## src/rtl/mem_arb_pkg.sv

```systemverilog
// Shared types and default widths for the instruction/data memory port arbiter.
package mem_arb_pkg;

   localparam int DEF_ADDR_W      = 32;
   localparam int DEF_DATA_W      = 32;
   localparam int DEF_MAX_DSTREAK = 4;
   localparam int STREAK_W        = 4;
   localparam int PERF_W          = 32;

   // Which port owns the read data returning from the RAM this cycle.
   typedef enum logic [1:0] {
      IDLE  = 2'd0,
      RD_IF = 2'd1,
      RD_D  = 2'd2
   } rd_state_e;

endpackage

```

## src/rtl/mem_arb_sat_ctr.sv

```systemverilog
// Saturating up-counter with enable and synchronous clear.
module mem_arb_sat_ctr #(
   parameter int W = 32
) (
   input  logic         clk,
   input  logic         clear,
   input  logic         en,
   output logic [W-1:0] count
);

   always_ff @(posedge clk) begin
      if (clear) begin
         count <= '0;
      end else if (en && (count != {W{1'b1}})) begin
         count <= count + 1'b1;
      end
   end

endmodule

```

## src/rtl/mem_port_arbiter.sv

```systemverilog
// Arbitrates instruction-fetch and data ports onto one synchronous single-port RAM.
// Optional stall performance counters are enabled by defining MEM_ARB_PERF_EN.
module mem_port_arbiter
   import mem_arb_pkg::*;
#(
   parameter int ADDR_W      = DEF_ADDR_W,
   parameter int DATA_W      = DEF_DATA_W,
   parameter int MAX_DSTREAK = DEF_MAX_DSTREAK
) (
   input  logic              clk,
   input  logic              reset,
   input  logic              if_req,
   input  logic [ADDR_W-1:0] if_addr,
   output logic              if_gnt,
   output logic              if_rvalid,
   output logic [DATA_W-1:0] if_rdata,
   input  logic              d_req,
   input  logic              d_we,
   input  logic [ADDR_W-1:0] d_addr,
   input  logic [DATA_W-1:0] d_wdata,
   output logic              d_gnt,
   output logic              d_rvalid,
   output logic [DATA_W-1:0] d_rdata,
   output logic              mem_en,
   output logic              mem_we,
   output logic [ADDR_W-1:0] mem_addr,
   output logic [DATA_W-1:0] mem_wdata,
   input  logic [DATA_W-1:0] mem_rdata,
   output logic              stall_if,
   output logic              stall_mem
`ifdef MEM_ARB_PERF_EN
   ,
   output logic [PERF_W-1:0] perf_if_stall,
   output logic [PERF_W-1:0] perf_d_stall
`endif
);

   localparam logic [STREAK_W-1:0] STREAK_MAX = STREAK_W'(MAX_DSTREAK);

   rd_state_e           state;
   rd_state_e           state_next;
   logic [STREAK_W-1:0] streak;
   logic                fetch_starved;
   logic                d_win;

   // Data normally wins; fetch is forced through once data has had its full streak.
   always_comb begin
      fetch_starved = if_req && (streak == STREAK_MAX);
      d_win         = d_req && !fetch_starved;
      d_gnt         = reset && d_win;
      if_gnt        = reset && if_req && !d_win;
   end

   always_ff @(posedge clk) begin
      if (!reset) begin
         streak <= '0;
      end else if (if_gnt || !if_req) begin
         streak <= '0;
      end else if (d_gnt && (streak != STREAK_MAX)) begin
         streak <= streak + 1'b1;
      end
   end

   always_ff @(posedge clk) begin
      if (!reset) begin
         state <= IDLE;
      end else begin
         state <= state_next;
      end
   end

   always_comb begin
      state_next = IDLE;
      if (if_gnt) begin
         state_next = RD_IF;
      end else if (d_gnt && !d_we) begin
         state_next = RD_D;
      end
   end

   always_comb begin
      if_rvalid = reset && (state == RD_IF);
      d_rvalid  = reset && (state == RD_D);
      if_rdata  = mem_rdata;
      d_rdata   = mem_rdata;
   end

   // Only the granted port's fields reach the RAM; idle cycles present zeros.
   always_comb begin
      mem_en    = if_gnt || d_gnt;
      mem_we    = d_gnt && d_we;
      mem_addr  = '0;
      mem_wdata = '0;
      if (d_gnt) begin
         mem_addr  = d_addr;
         mem_wdata = d_wdata;
      end else if (if_gnt) begin
         mem_addr  = if_addr;
      end
      stall_if  = reset && if_req && !if_gnt;
      stall_mem = reset && d_req && !d_gnt;
   end

`ifdef MEM_ARB_PERF_EN
   mem_arb_sat_ctr #(.W(PERF_W)) u_perf_if (
      .clk   (clk),
      .clear (!reset),
      .en    (stall_if),
      .count (perf_if_stall)
   );

   mem_arb_sat_ctr #(.W(PERF_W)) u_perf_d (
      .clk   (clk),
      .clear (!reset),
      .en    (stall_mem),
      .count (perf_d_stall)
   );
`endif

endmodule

```

## config.mk

```make
export PLATFORM = sky130hd
export DESIGN_NAME = mem_port_arbiter
export DESIGN_NICKNAME = d
export VERILOG_FILES = /design/src/rtl/mem_arb_pkg.sv /design/src/rtl/mem_arb_sat_ctr.sv /design/src/rtl/mem_port_arbiter.sv
export SDC_FILE = /design/constraint.sdc
export NUM_CORES = 1
export LEC_CHECK = 0
export BUFFER_PORTS_ARGS = -buffer_cell sky130_fd_sc_hd__buf_2
export CORE_AREA = 2 2 104 106
export DETAILED_ROUTE_END_ITERATION = 6
export DIE_AREA = 0 0 106 108
export PLACE_DENSITY_LB_ADDON = 0.15
export SLEW_MARGIN = 5
export SYNTH_ARGS = -nofsm -noshare
export SYNTH_HDL_FRONTEND = slang
export SYNTH_SLANG_ARGS = --single-unit
```

## constraint.sdc

```tcl
create_clock -name clk -period 2.2 [get_ports clk]
set_input_delay 0 -clock clk [delete_from_list [all_inputs] [get_ports clk]]
set_output_delay 0 -clock clk [all_outputs]
set_load 0.05 [all_outputs]
```

==> results of run 1 <==
-- path summary, 6_finish.rpt --
kind,start,to,depth (start not counted)
worst max-delay path,streak[0],mem_addr[14],7
worst min-delay path,mem_rdata[3],d_rdata[3],0
worst max register to register,streak[0],state[1],6
worst min register to register,streak[0],streak[0],1
-- cell usage after synthesis (all sizes together) --
library cell	number	area (um2)
buf	72	553
and2	34	213
a22o	32	280
dfxtp	6	120
nor2	6	22.5
a21oi	3	22.5
inv	3	11.3
nand2	3	11.3
and3b	2	17.5
clkbuf	2	10.0
ha	2	25.0
nand3	2	10.0
and2b	1	7.51
mux2i	1	10.0
nand2b	1	6.26
nand3b	1	7.51
o21a	1	7.51
xnor2	1	8.76
-- final cells by class --
type / count / area [um2] / share of cell area
Timing Repair Buffer: 175 / 883 / 0.469
Multi-Input combinational cell: 90 / 657 / 0.349
Tap cell: 136 / 170 / 0.0904
Sequential cell: 6 / 120 / 0.0638
Clock buffer: 3 / 41.3 / 0.0219
Inverter: 3 / 11.3 / 0.00598
-- metal layers --
| layer | vias up | wire, um | GRT usage |
|---|---|---|---|
| li1 | 725 | - | - |
| met1 | 654 | 1740 | 0.0784 |
| met2 | 112 | 2290 | 0.141 |
| met3 | 26 | 573 | 0.0277 |
| met4 | 0 | 199 | 0.0367 |
| met5 | - | 0 | 0 |
-- registers in the layout, indices dropped and copies added, names as in the netlist --
name	cells
streak	4
state	2
-- power by group through the flow --
stage | clock network, mW | logic (mW) | registers [mW]
final | 0.163 | 0.467 | 0.113
after global routing | 0.178 | 0.496 | 0.114
after CTS | 0.170 | 0.473 | 0.113
after detailed placement | 0 | 0.472 | 0.115
after global placement | 0 | 0.472 | 0.115
after floorplan | 0 | 0.632 | 0.115
-- logic make-up after synthesis --
kind of cell	share of synthesized area
xor+xnor	0.00652
buf+inv	0.427
flops	0.0894
simple gates	0.220
compound gates	0.231
fa+ha+maj	0.0186
mux	0.00745
==> results.md, run 1 <==
- Total power: 744 uW
- Register share of total power: 0.152
- DR vias: 1517
- Post_cts resized: 0
- First-pass GRT wire length: 7.11 mm
- Final instance area: 1880 um2
- WS Path Type: reg2out
- Num rows: 37
- Flops & latches, synth: 6
- Worst skew pair latency: 0.22 ns
- Total setup buffers inserted after CTS: 0
- Starting Density: 0.131
- Worst-margin pin slew: 0.362 ns
- Number of remaining DRC errors: 0
- Clk slew on worst S/H paths: 0.03 ns
- RePlAce Congestion: 0.706
- Reg2Reg Setup Slack: 0.68 ns
- Startpoint Class: register
- GRT overflow: 0
- Die width: 106 um
- Nets: 414
- CTS tree: done
- Vias in the first global route: 1486
- Worst EP required: 2.20 ns
- Syn-to-layout area delta: 40.1%
- Core box area: 10200 um2
- Hold_ws: 0.0000282 ns
- Final setup fails: 0
- Minimum clock period: 2.02 ns
- Clock sink total: 6
- Number of buffers added on ports: 172
- Die H: 108 um
- Via/cell ratio: 3.67
- Worst path cell trace: inv_1 > ha_1 > and3b_1 > a21oi_4 > buf_4 > a22o_1 > buf_2
- RSZ-0062 raised after global routing: no
- Syn Nets: 308
- Pwr/cell area: 395 nW/um2
- Routed Antenna Nets: 0
- Mean routed wirelength per cell: 11.6 um
- Unique cell type count in the Yosys netlist: 21
- Num CTS Buffers: 3
- Number of diodes: 0
- Maxcap violations: 0
- TritonRoute pass-1 iters: 4
- Worst rel slew slack: 0.758
- Final WS setup: 0.183 ns
- DPL Wire Length: 4.03 mm
- Pin count of the biggest net entering global routing: 40
- Max Buffers Root-to-Sink: 2
- Leak Pwr: 1.15 nW
- Post-Syn Area: 1340 um2
- Ports: 269
- Worst path slowest cell: dfxtp_1
- Post-synthesis cell count: 173
- Fin cells: 413
- Sequential area share after synthesis: 0.0894
- Crit end category: output pin
- Die ar.: 11400 um2
- Drt initial violations: 49
- # hold bufs at CTS: 0
- Switching share of power: 0.493
- Slowest stage delay, CP: 0.37 ns
- HP Class: in2out
- Critical Path AT: 2.02 ns
- Clk_skew: 0.00331 ns
- Max Slew Vio Count: 0
- Final wirelength: 4.80 mm
- Fin crit share: 0.917
- Yosys warning total: 0
- Setup TNS: 0 ns
- Total GRT Usage: 0.0770
- Worst path top cell family by delay: buffers and inverters
- Core Util, Final: 0.184
- Placed inst area: 1840 um2
- Layout fillers: 1188
- Initial antenna violation count: 0
- Layout cells sized above 1: 0.650
- Buf/Inv on CP: 3
- Sw power: 367 uW
- Most frequent cells in the layout: 172 x buf_2, 34 x and2_1, 32 x a22o_1, 6 x nor2_1, 6 x dfxtp_1
- Max Clk Rate: 0.496 GHz
- Placed Cells: 410
- Comb power frac: 0.628
- Crit Path Max Fanout: 28
- Status: finished clean
- Internal: 377 uW
- Peak VDD IR: 0.147 mV
- Commonest non-fill, non-tap cell in the layout: buf_2
- H-tree depth: 1
- Root buf cell: clkbuf_8
- Mean Syn Cell Area: 7.77 um2
- Pre-CTS WS: 0.388 ns
- Proportion of power drawn by the clock network: 0.220
- Hold Vio Cnt, Final: 0
(Power assumes the default switching activity.)
==> run 2, diff against run 1 <==
--- a/config.mk
+++ b/config.mk
@@ -5,10 +5,11 @@
 export SDC_FILE = /design/constraint.sdc
 export NUM_CORES = 1
 export LEC_CHECK = 0
+export ABC_AREA = 1
 export BUFFER_PORTS_ARGS = -buffer_cell sky130_fd_sc_hd__buf_2
-export CORE_AREA = 2 2 104 106
+export CORE_AREA = 2 2 105 107
 export DETAILED_ROUTE_END_ITERATION = 6
-export DIE_AREA = 0 0 106 108
+export DIE_AREA = 0 0 107 109
 export PLACE_DENSITY_LB_ADDON = 0.15
 export SLEW_MARGIN = 5
 export SYNTH_ARGS = -nofsm -noshare
==> results.md, run 2 <==
- Num CTS Buffers: 3 (unchanged)
- Fin crit share: 0.829 (-0.0875)
- Worst path slowest cell: dfxtp_1
- Xor/xnor share of the synthesized area: 0.00573 (-0.000785)
- Clock sink total: 6 (unchanged)
- Layout fillers: 1242 (+4.5%)
- Startpoint Class: register
- Syn Nets: 418 (+36%)
- Post-synthesis cell count: 283 (+64%)
- Sequential area share after synthesis: 0.0786 (-0.0108)
- Hold Crit Start: mem_rdata[27]
- Worst path top cell family by delay: simple AND/OR/NAND/NOR gates
- Number of flip-flops in the largest register: 4 (unchanged)
- Core box area: 10600 um2 (+3.6%)
- Number of diodes: 0 (unchanged)
- Most common cell on crit path: nand3_1
- R2R cell count: 7 (+1)
- Pwr/cell area: 373 nW/um2 (-5.8%)
- Critical Path AT: 1.82 ns (-0.20 ns)
- Synth Area in Adders: 0.0164 (-0.00224)
- Worst skew pair latency: 0.23 ns (about the same)
- TritonRoute pass-1 iters: 4 (unchanged)
- Simple-gate area share of the yosys netlist: 0.421 (+0.201)
- Number of buffers added on ports: 172 (unchanged)
- Hold Crit Depth: 0 (unchanged)
- DR vias: 1944 (+28%)
- Worst-margin pin slew: 0.370 ns (+0.00773 ns)
- Clk slew on worst S/H paths: 0.04 ns (about the same)
- Minimum clock period: 1.82 ns (-0.193 ns)
- Main synth FF type: dfxtp_1
- DPL Wire Length: 4.69 mm (+16%)
- Starting Density: 0.144 (+0.0127)
- Commonest non-fill, non-tap cell in the layout: buf_2
- Post-synth ARST share: 0 (unchanged)
- Ports: 269 (unchanged)
- Slowest stage delay, CP: 0.32 ns (-0.05 ns)
- Post-Syn Area: 1530 um2 (+14%)
- Max Slew Vio Count: 0 (unchanged)
- Largest Register: streak
- Status: finished clean
- Via/cell ratio: 3.70 (+0.62%)
- GRT overflow: 0 (unchanged)
- RePlAce Congestion: 0.682 (-3.5%)
- Final setup fails: 0 (unchanged)
- Routed Antenna Nets: 0 (unchanged)
- Worst EP required: 2.20 ns (about the same)
- Total setup buffers inserted after CTS: 0 (unchanged)
- Number of remaining DRC errors: 0 (unchanged)
- Unique cell type count in the Yosys netlist: 14 (-33%)
- Mean routed wirelength per cell: 10.5 um (-9.8%)
- Crit end category: output pin
- Worst path cell trace: inv_1 > ha_1 > nand3_1 > nand2_2 > buf_12 > nand3_1 > nand2_1 > buf_2
- Nets: 523 (+26%)
- Num rows: 38 (+2.7%)
- Maxcap violations: 0 (unchanged)
- Mean Syn Cell Area: 5.40 um2 (-31%)
- HP Class: in2out
- Peak VDD IR: 0.171 mV (+16%)
- Post-synthesis mux area share: 0 (-0.00745)
- RSZ-0062 raised after global routing: no
- EDFF count, synth: 0 (unchanged)
- Commonest cells in the netlist: 74 x nand2_1, 67 x buf_4, 44 x nor2_1
- Combinational family with the most area after synthesis: buffers and inverters
- Vias in the first global route: 1696 (+14%)
- Count leader, synth: nand2_1
- WS Path Type: reg2out
- Critical R2R Launch: streak[0]
- Final wirelength: 5.52 mm (+15%)
- Syn-to-layout area delta: 37.2%
- Hold_ws: 0.0000387 ns (+0.0000105 ns)
- Post_cts resized: 0 (unchanged)
- Leak Pwr: 1.48 nW (+28%)
- # hold bufs at CTS: 1 (+1)
- Die width: 107 um (+0.94%)
- Setup TNS: 0 ns (unchanged)
- Biggest regs: streak (4), state (2)
- Die ar.: 11700 um2 (+1.9%)
- Cell taking the most area after synthesis: buf_4
- Yosys warning total: 0 (unchanged)
- Total GRT Usage: 0.0836 (+0.00660)
- Yosys top cell area share: 0.329 (-0.0451)
- Most frequent cells in the layout: 172 x buf_2, 74 x nand2_1, 44 x nor2_1, 42 x inv_1, 34 x nand3_1
- H-tree depth: 1 (unchanged)
- Reg2Reg Setup Slack: 0.70 ns (+0.02 ns)
- FF-to-FF End: streak[1]
- Hold Vio Cnt, Final: 0 (unchanged)
- Clk_skew: 0.00614 ns (+0.00283 ns)
- Hold EP: if_rdata[27]
- Initial antenna violation count: 0 (unchanged)
- Layout cells sized above 1: 0.472 (-0.178)
- Root buf cell: clkbuf_8
- Synth Area in Compound Gates: 0 (-0.231)
- Synth area leaders: buf_4 33%, nand2_1 18%, nand3_1 11%
- CTS tree: done
- Buf/Inv on CP: 3 (unchanged)
- Max Clk Rate: 0.548 GHz (+11%)
- Crit Path Max Fanout: 21 (-25%)
- Max Buffers Root-to-Sink: 2 (unchanged)
- Drt initial violations: 49 (unchanged)
- Die H: 109 um (+0.93%)
- First-pass GRT wire length: 7.60 mm (+7.0%)
- Flops & latches, synth: 6 (unchanged)
- Pin count of the biggest net entering global routing: 35 (-13%)
- Worst rel slew slack: 0.753 (-0.00542)
## run 2: routing by layer
layer / vias up / GRT usage / share of wire
met5: - / 0 / 0
met4: 0 / 0.0213 / 0.018
met3: 13 / 0.0335 / 0.15
met2: 171 / 0.182 / 0.51
met1: 784 / 0.0673 / 0.32
li1: 976 / - / -
## run 2: cell families (layout without fill, tap and decap cells)
| kind of cell | count (synthesis) | count (layout) |
|---|---|---|
| xor+xnor | 1 | 1 |
| fa+ha+maj | 2 | 2 |
| simple gates | 155 | 155 |
| buf+inv | 119 | 222 |
| flops | 6 | 6 |
## run 2: area by class of cell
class                   instances  area [um2]  area share
inverters                      43         164      0.0782
repair buffers                176         918       0.438
flip-flops and latches          6         120      0.0573
well taps                     140         175      0.0836
clock buffers                   3        41.3      0.0197
multi-input cells             158         677       0.323
## run 2: report_power, final
group / total (mW) / switching (mW) / internal [mW] / leakage (nW)
registers: 0.113 / 0.00160 / 0.112 / 0.0488
clock network: 0.172 / 0.0535 / 0.118 / 0.0216
logic: 0.496 / 0.353 / 0.143 / 1.41
total: 0.781 / 0.408 / 0.373 / 1.48
## run 2: how the worst max path moves through the flow
stage / start / endpoint / cells after the start
2_1_floorplan: streak[0] / streak[0] / 7
3_3_place_gp: streak[0] / mem_addr[19] / 8
3_5_place_dp: streak[0] / mem_addr[17] / 8
4_1_cts: streak[0] / mem_addr[17] / 8
5_1_grt: streak[0] / mem_addr[14] / 8
6_report: streak[0] / mem_addr[17] / 8
## run 2: stage by stage
stage	setup slack (ns)	util	area [um2]	total power, mW	std cells
floorplan	0.359	-	1530	0.761	283
global placement	0.584	0.193	2040	0.617	522
detailed placement	0.571	0.193	2040	0.615	522
CTS	0.322	0.198	2100	0.794	526
global route	0.189	0.198	2100	0.829	526
finish	0.376	0.198	2100	0.781	526
## run 2: worst register-to-register path, delay by kind of cell (launching register included)
family / cells / cell delay (ns)
and+or+nand+nor: 4 / 0.67
DFF: 1 / 0.36
adders and majority gates: 1 / 0.23
buffers and inverters: 2 / 0.17
